--- src/rtl/signed_product_accumulator_if.sv ---
// Product-in / sum-out handshake bundle for signed_product_accumulator.
// The master drives products and takes results; the slave is the accumulator.
interface signed_product_accumulator_if #(
  parameter int unsigned PROD_W = 16,
  parameter int unsigned ACC_W  = 24
);
  logic              in_valid;
  logic              in_ready;
  logic [PROD_W-1:0] in_product;
  logic              out_valid;
  logic              out_ready;
  logic [ACC_W-1:0]  out_sum;
  logic              out_sat;
  logic [7:0]        beat_cnt;

  modport master (
    output in_valid, in_product, out_ready,
    input  in_ready, out_valid, out_sum, out_sat, beat_cnt
  );

  modport slave (
    input  in_valid, in_product, out_ready,
    output in_ready, out_valid, out_sum, out_sat, beat_cnt
  );
endinterface

--- src/rtl/signed_product_accumulator.sv ---
// Sums COUNT signed products with per-beat saturation and holds the result
// on a valid/ready output until consumed; clr aborts any partial or held result.
module signed_product_accumulator #(
  parameter int unsigned PROD_W = 16,
  parameter int unsigned ACC_W  = 24,
  parameter int unsigned COUNT  = 8
) (
  input  logic                         clk,
  input  logic                         rst_n,
  input  logic                         clr,
  signed_product_accumulator_if.slave  bus
);

  localparam int unsigned SUM_W = ACC_W + 1;
  localparam logic [ACC_W-1:0] ACC_MAX   = {1'b0, {(ACC_W-1){1'b1}}};
  localparam logic [ACC_W-1:0] ACC_MIN   = {1'b1, {(ACC_W-1){1'b0}}};
  localparam logic [7:0]       LAST_BEAT = 8'(COUNT - 1);

  typedef enum logic [1:0] {IDLE, ACCUM, HOLD} state_e;

  state_e           state_q;
  logic [ACC_W-1:0] acc_q;
  logic             sat_q;
  logic [7:0]       beat_cnt_q;
  logic             in_ready_q;
  logic             out_valid_q;
  logic [ACC_W-1:0] out_sum_q;
  logic             out_sat_q;

  logic [SUM_W-1:0] prod_ext;
  logic [SUM_W-1:0] sum_wide;
  logic             clamp;
  logic [ACC_W-1:0] acc_d;
  logic             sat_d;
  logic             accept;

  // Saturating add at ACC_W+1 bits; the two top bits differ only on overflow.
  always_comb begin
    prod_ext = {{(SUM_W-PROD_W){bus.in_product[PROD_W-1]}}, bus.in_product};
    sum_wide = {acc_q[ACC_W-1], acc_q} + prod_ext;
    clamp    = sum_wide[ACC_W] ^ sum_wide[ACC_W-1];
    acc_d    = sum_wide[ACC_W-1:0];
    if (clamp) begin
      acc_d = sum_wide[ACC_W] ? ACC_MIN : ACC_MAX;
    end
    sat_d  = sat_q | clamp;
    accept = bus.in_valid && in_ready_q;
  end

  always_ff @(posedge clk or negedge rst_n) begin
    if (!rst_n) begin
      state_q     <= IDLE;
      acc_q       <= '0;
      sat_q       <= 1'b0;
      beat_cnt_q  <= '0;
      in_ready_q  <= 1'b1;
      out_valid_q <= 1'b0;
      out_sum_q   <= '0;
      out_sat_q   <= 1'b0;
    end else if (clr) begin
      state_q     <= IDLE;
      acc_q       <= '0;
      sat_q       <= 1'b0;
      beat_cnt_q  <= '0;
      in_ready_q  <= 1'b1;
      out_valid_q <= 1'b0;
    end else begin
      case (state_q)
        IDLE: begin
          if (accept) begin
            acc_q      <= prod_ext[ACC_W-1:0];
            sat_q      <= 1'b0;
            beat_cnt_q <= 8'd1;
            if (COUNT == 1) begin
              state_q     <= HOLD;
              in_ready_q  <= 1'b0;
              out_valid_q <= 1'b1;
              out_sum_q   <= prod_ext[ACC_W-1:0];
              out_sat_q   <= 1'b0;
            end else begin
              state_q <= ACCUM;
            end
          end
        end
        ACCUM: begin
          if (accept) begin
            acc_q      <= acc_d;
            sat_q      <= sat_d;
            beat_cnt_q <= beat_cnt_q + 8'd1;
            if (beat_cnt_q == LAST_BEAT) begin
              state_q     <= HOLD;
              in_ready_q  <= 1'b0;
              out_valid_q <= 1'b1;
              out_sum_q   <= acc_d;
              out_sat_q   <= sat_d;
            end
          end
        end
        HOLD: begin
          // Result and flags stay frozen under back-pressure; out_sum persists afterwards.
          if (bus.out_ready) begin
            state_q     <= IDLE;
            in_ready_q  <= 1'b1;
            out_valid_q <= 1'b0;
            beat_cnt_q  <= '0;
          end
        end
        default: begin
          state_q     <= IDLE;
          in_ready_q  <= 1'b1;
          out_valid_q <= 1'b0;
          beat_cnt_q  <= '0;
        end
      endcase
    end
  end

  assign bus.in_ready  = in_ready_q;
  assign bus.out_valid = out_valid_q;
  assign bus.out_sum   = out_sum_q;
  assign bus.out_sat   = out_sat_q;
  assign bus.beat_cnt  = beat_cnt_q;

endmodule

--- src/flat_wrapper.sv ---
// flat-port wrapper written by rule: the top's interface ports become plain ports
module signed_product_accumulator_flat 
#(
  parameter int unsigned PROD_W = 16,
  parameter int unsigned ACC_W  = 24,
  parameter int unsigned COUNT  = 8
)
  (clk, rst_n, clr, bus_in_valid, bus_in_product, bus_out_ready, bus_in_ready, bus_out_valid, bus_out_sum, bus_out_sat, bus_beat_cnt);
  signed_product_accumulator_if #(.PROD_W(PROD_W), .ACC_W(ACC_W)) bus_i ();
  input  logic clk;
  input  logic rst_n;
  input  logic clr;
  input wire logic [$bits(bus_i.in_valid)-1:0] bus_in_valid;
  input wire logic [$bits(bus_i.in_product)-1:0] bus_in_product;
  input wire logic [$bits(bus_i.out_ready)-1:0] bus_out_ready;
  output wire logic [$bits(bus_i.in_ready)-1:0] bus_in_ready;
  output wire logic [$bits(bus_i.out_valid)-1:0] bus_out_valid;
  output wire logic [$bits(bus_i.out_sum)-1:0] bus_out_sum;
  output wire logic [$bits(bus_i.out_sat)-1:0] bus_out_sat;
  output wire logic [$bits(bus_i.beat_cnt)-1:0] bus_beat_cnt;
  assign bus_i.in_valid = bus_in_valid;
  assign bus_i.in_product = bus_in_product;
  assign bus_i.out_ready = bus_out_ready;
  assign bus_in_ready = bus_i.in_ready;
  assign bus_out_valid = bus_i.out_valid;
  assign bus_out_sum = bus_i.out_sum;
  assign bus_out_sat = bus_i.out_sat;
  assign bus_beat_cnt = bus_i.beat_cnt;
  signed_product_accumulator #(.PROD_W(PROD_W), .ACC_W(ACC_W), .COUNT(COUNT)) u_core (.clk(clk), .rst_n(rst_n), .clr(clr), .bus(bus_i));
endmodule
--- config.mk ---
export PLATFORM = sky130hd
export DESIGN_NAME = signed_product_accumulator_flat
export DESIGN_NICKNAME = d
export VERILOG_FILES = /design/src/rtl/signed_product_accumulator_if.sv /design/src/rtl/signed_product_accumulator.sv /design/src/flat_wrapper.sv
export SDC_FILE = /design/constraint.sdc
export NUM_CORES = 1
export LEC_CHECK = 0
export BUFFER_PORTS_ARGS = -buffer_cell sky130_fd_sc_hd__buf_2
export CORE_MARGIN = 2
export CORE_UTILIZATION = 55
export DETAILED_ROUTE_END_ITERATION = 16
export MAX_ROUTING_LAYER = met4
export PLACE_DENSITY = 0.82
export SETUP_SLACK_MARGIN = 0.2
export SLEW_MARGIN = 30
export SYNTH_ARGS = -nofsm -noshare
export SYNTH_HDL_FRONTEND = slang
export SYNTH_SLANG_ARGS = --single-unit
--- constraint.sdc ---
create_clock -name clk -period 6.6 [get_ports clk]
set_input_delay 0.66 -clock clk [delete_from_list [all_inputs] [get_ports clk]]
set_output_delay 0.66 -clock clk [all_outputs]
set_load 0.03 [all_outputs]
==> Word level (Yosys, flattened, before mapping) <==
Cells that the tools add are included.
{ "word_totals": {"regBits": 62, "in_bits": 21, "output_inout_bits": 35, "wordCells": 60} }
{ "classes": {"n_addsub": 2, "eq_ne": 8, "mux": 31, "n_bitwise": 3, "n_reduce_logical": 8} }
{ "op_table": {"columns": ["cell", "count"], "rows": [
  ["$mux W24", 5],
  ["$pmux W24 S2", 1],
  ["$mux W8", 4],
  ["$add A24 B16 Y25", 1],
  ["$pmux W8 S3", 1],
  ["$reduce_and A4 Y1", 3],
  ["$mux W1", 11],
  ["$mux W2", 5],
  ["$ne A3 B2 Y1 const B", 3],
  ["$add A8 B1 Y8 const B", 1],
  ["$eq A8 B3 Y1 const B", 1],
  ["$pmux W1 S3", 2],
  ["$pmux W2 S3", 1],
  ["$reduce_and A3 Y1", 2],
  ["$ne A3 B3 Y1 const B", 1],
  ["$reduce_bool A3 Y1", 1],
  ["$eq A2 B1 Y1 const B", 1],
  ["$eq A2 B2 Y1 const B", 1],
  ["$logic_not A2 Y1", 1],
  ["$ne A2 B2 Y1 const B", 1],
  ["$pmux W1 S2", 1],
  ["$logic_and A1 B1 Y1", 1],
  ["$not A1 Y1", 1],
  ["$or A1 B1 Y1", 1],
  ["$xor A1 B1 Y1", 1]
]} }

==> Longest topological paths before layout <==
{ "logic_depth": {"word_depth": 6, "depth_mapped": 11, "ltp_nobuf": 10} }

==> Least setup slack after synthesis <==
No wires, ideal clock.
{ "synth_timing": {"path_kind": "input to register", "startpoint": "in bus_in_product[0]", "endpoint": "reg u_core.acc_q[0]", "setup_ns": 0.122, "t_arrival_ns": 2.987, "t_required_ns": 6.478, "slack_ns": 3.492, "cell_stages": 10, "path_buffers": 0, "cell_sequence": "ha_1 > fa_1 > a211oi_2 > o211ai_2 > nand4_2 > o211ai_4 > a311oi_4 > o31ai_4 > or3_1 > a32o_1"} }
{ "synth_between": {"elab_chain_cells": 6, "word_cells_on_any_way": 8, "cone_classes": "add/sub (1); mux (6); bitwise (1)"} }
{ "synth_rtl": {"columns": ["item", "line", "text"], "rows": [
  ["from (decl)", "flat_wrapper.sv:14", "input wire logic [$bits(bus_i.in_product)-1:0] bus_in_product;"],
  ["$add A24 B16 Y25", "signed_product_accumulator.sv:40", "sum_wide = {acc_q[ACC_W-1], acc_q} + prod_ext;"],
  ["$mux W24 or $xor A1 B1 Y1 (tied branches)", "signed_product_accumulator.sv:44, signed_product_accumulator.sv:41", null],
  ["$mux W24", "signed_product_accumulator.sv:43", "if (clamp) begin"],
  ["$mux W24", "signed_product_accumulator.sv:86", "if (accept) begin"],
  ["$pmux W24 S2 (*)", "signed_product_accumulator.sv:68", "case (state_q)"],
  ["$mux W24 (*)", "signed_product_accumulator.sv:60", "end else if (clr) begin"],
  ["to (signal assigned)", "signed_product_accumulator.sv:71", "acc_q <= prod_ext[ACC_W-1:0];"],
  ["to (decl)", "signed_product_accumulator.sv:22", "logic [ACC_W-1:0] acc_q;"]
]} }
Every way passes the cells marked *; elsewhere a longest branch is shown, timed or not. The select of a mux whose other input is x is not followed.
A chain may end at the register's enable or synchronous reset.

==> Worst setup path in the final report <==
Ends and elaborated chain as after synthesis.

==> metrics.txt <==
run status=completed; IO buf count=55; CP Data Required Time=6.84 ns; PostCTS Resize Cnt=0; global routing met1 resource utilization=0.359; library cells used by synthesis=53; Initial DRC Count=214; LEAKAGE=2.13 nW; reg-to-reg endpoint=u_core.acc_q[0]; CTS tree=built; hold crit path type=in -> async; DRC viols=0; Ys Warns=0; CTS HTree Levels=3; drt total wl=10000 microns; clock tree buffer depth=2; reg-to-reg startpoint=u_core.acc_q[0]; Power per Cell Area=279 nW/um^2; initial core utilization=0.564; max_slew headroom=0.447; share of the synthesized area in the top cell type=0.377; Worst-Skew Late Latency=0.36 ns; cts hold-fix bufs=0; top post-synthesis cells by area=dfrtp_1, o21ai_0, ha_1, a21oi_1, nand2_1; Crit Path Class=in -> reg; die height=89.7 microns; DPL Wire Length=7200 microns; MaxCap Viol Count=0; Avg WL per Cell=16.1 microns; global-route wire length before repair=17100 microns; met2 Use GR=0.407; commonest non-fill, non-tap cell in the layout=o21ai_0; CP Max Fanout=19; clock sinks=62; Fin Clk Skew=0.0156 ns; I/O pins=56; post-route setup slack=3.18 ns; core area=7180 sq um; setup TNS=0 ns; sequential share of the synthesized area=0.384; most frequent cells in the layout=o21ai_0, dfrtp_1, nand2_1; fmax=293 MHz; setup repair bufs after CTS=0; pin count of the biggest net entering global routing=63; DP Worst Slack=2.86 ns; Max Slew Vio Count=0; syn_nets=515; post-route ant nets=0; unrepaired setup endpoints after global routing=no; DR vias/cell=5.99; CTS Buf Count=9; via count=3733; share of synthesized flip-flops with an asynchronous set or reset=1.00; number of global-route vias before repair=3560; Synth area leader=dfrtp_1; M3 GR Usage=0.0536; Synth Cell Area=4040 sq um; row count=31; drt pass-1 iters=4; Critical Path Start Type=input pin; flop-to-flop setup slack=3.21 ns; endpoints failing setup=0; Area Growth Syn to Fin=13.2%; final worst-path cycle share=0.518; busiest grt layer=met2; Ant. Diodes=0; initial antenna violation count=0; Slew @ Worst Pin=0.830 ns; Worst Setup End Kind=flip-flop; VDD IR max=0.000150 V; synthesized flop and latch total=62; final net count=566; Worst-path clk slew=0.08 ns; gr ovfl total=0; CP arrival=3.66 ns; crit path time final=3.42 ns; cell depth of the worst flop-to-flop path=11; routability cong.=0.911; Cells after Synth=468; final hold viol count=0; Mean Syn Cell Area=8.64 sq um; die width=89.7 microns; ratio of cells with drive above 1 in the final layout=0.177; Root Buffer=clkbuf_8; Post-synth top flop=dfrtp_1; Post-synth EDFFs=0; Die ar.=8050 sq um; Total GRT Usage=0.266
[final cells by class]
type                       count  area (sq um)
fill                         622          2600
multi-input combinational    380          2390
sequential                    62          1550
timing repair buffer          59           309
clock buffer                   9           124
tap                           99           124
clock inverter                 7          55.1
inverter                       7          26.3
[worst max-delay path by stage]
stage / slack (ns) / to / cells past startpoint / start
3_5_place_dp: 2.86 / u_core.acc_q[0] / 12 / bus_in_product[0]
2_1_floorplan: 3.49 / u_core.acc_q[0] / 10 / bus_in_product[0]
5_1_grt: 3.05 / u_core.bus.out_sum[15] / 6 / u_core.state_q[0]
4_1_cts: 3.22 / u_core.acc_q[0] / 12 / bus_in_product[0]
3_3_place_gp: 2.96 / u_core.acc_q[0] / 11 / bus_in_product[0]
6_report: 3.18 / u_core.acc_q[0] / 12 / bus_in_product[0]
[metrics by stage]
stage | instance area (sq um) | utilization | cells | total power (W) | hold WS (ns)
final | 4580 | 0.638 | 623 | 0.00128 | 0.450
after global placement | 4390 | 0.611 | 606 | 0.000948 | 0.458
after floorplan | 4040 | - | 468 | 0.000836 | 0.364
after detailed placement | 4400 | 0.613 | 607 | 0.000960 | 0.466
after global routing | 4580 | 0.638 | 623 | 0.00136 | 0.512
after CTS | 4580 | 0.638 | 623 | 0.00127 | 0.483
[metal layers]
metal | up-vias | part of all wire
li1 | 1831 | -
met1 | 1758 | 0.46
met2 | 122 | 0.46
met3 | 22 | 0.061
met4 | 0 | 0.019
met5 | - | 0
[synth_stat cells (all sizes together) (7+ instances only)]
library cell and n:
clkbuf 14, nor3 9, a21oi 54, dfrtp 61, nor2 38, inv 7, a32oi 8, nand2 57
o21ai 80, xnor2 15, ha 25, a211oi 14, a31oi 8
[critical path: stages]
cell	delay (ns)
buf_2	0.11
ha_1	0.24
fa_1	0.46
a211oi_2	0.33
o211ai_2	0.17
nand4_2	0.11
o211ai_4	0.11
a311oi_4	0.41
o31ai_4	0.22
buf_6	0.23
or3_1	0.35
a32o_1	0.25
[kinds of logic after synthesis]
logic type	Yosys count	share of synthesized area
compound gates	199	0.313
simple gates	136	0.153
flops	62	0.384
buf+inv	26	0.0263
fa+ha+maj	26	0.0823
xor+xnor	19	0.0412
[flip-flops by register name, summed over array words and instances, names as in the netlist]
signal	cells
u_core.acc_q	24
u_core.bus.out_sum	24
u_core.bus.beat_cnt	8
u_core.state_q	2
u_core.bus.in_ready	1
u_core.bus.out_sat	1
u_core.bus.out_valid	1
u_core.sat_q	1
[power breakdown]
| part | internal [W] | total, W | switching (W) |
|---|---|---|---|
| sequential | 0.000412 | 0.000435 | 0.0000234 |
| combinational | 0.000194 | 0.000530 | 0.000336 |
| clock | 0.000140 | 0.000311 | 0.000171 |
| total | 0.000746 | 0.00128 | 0.000531 |
Note: power is estimated with default switching activity, not from simulation.
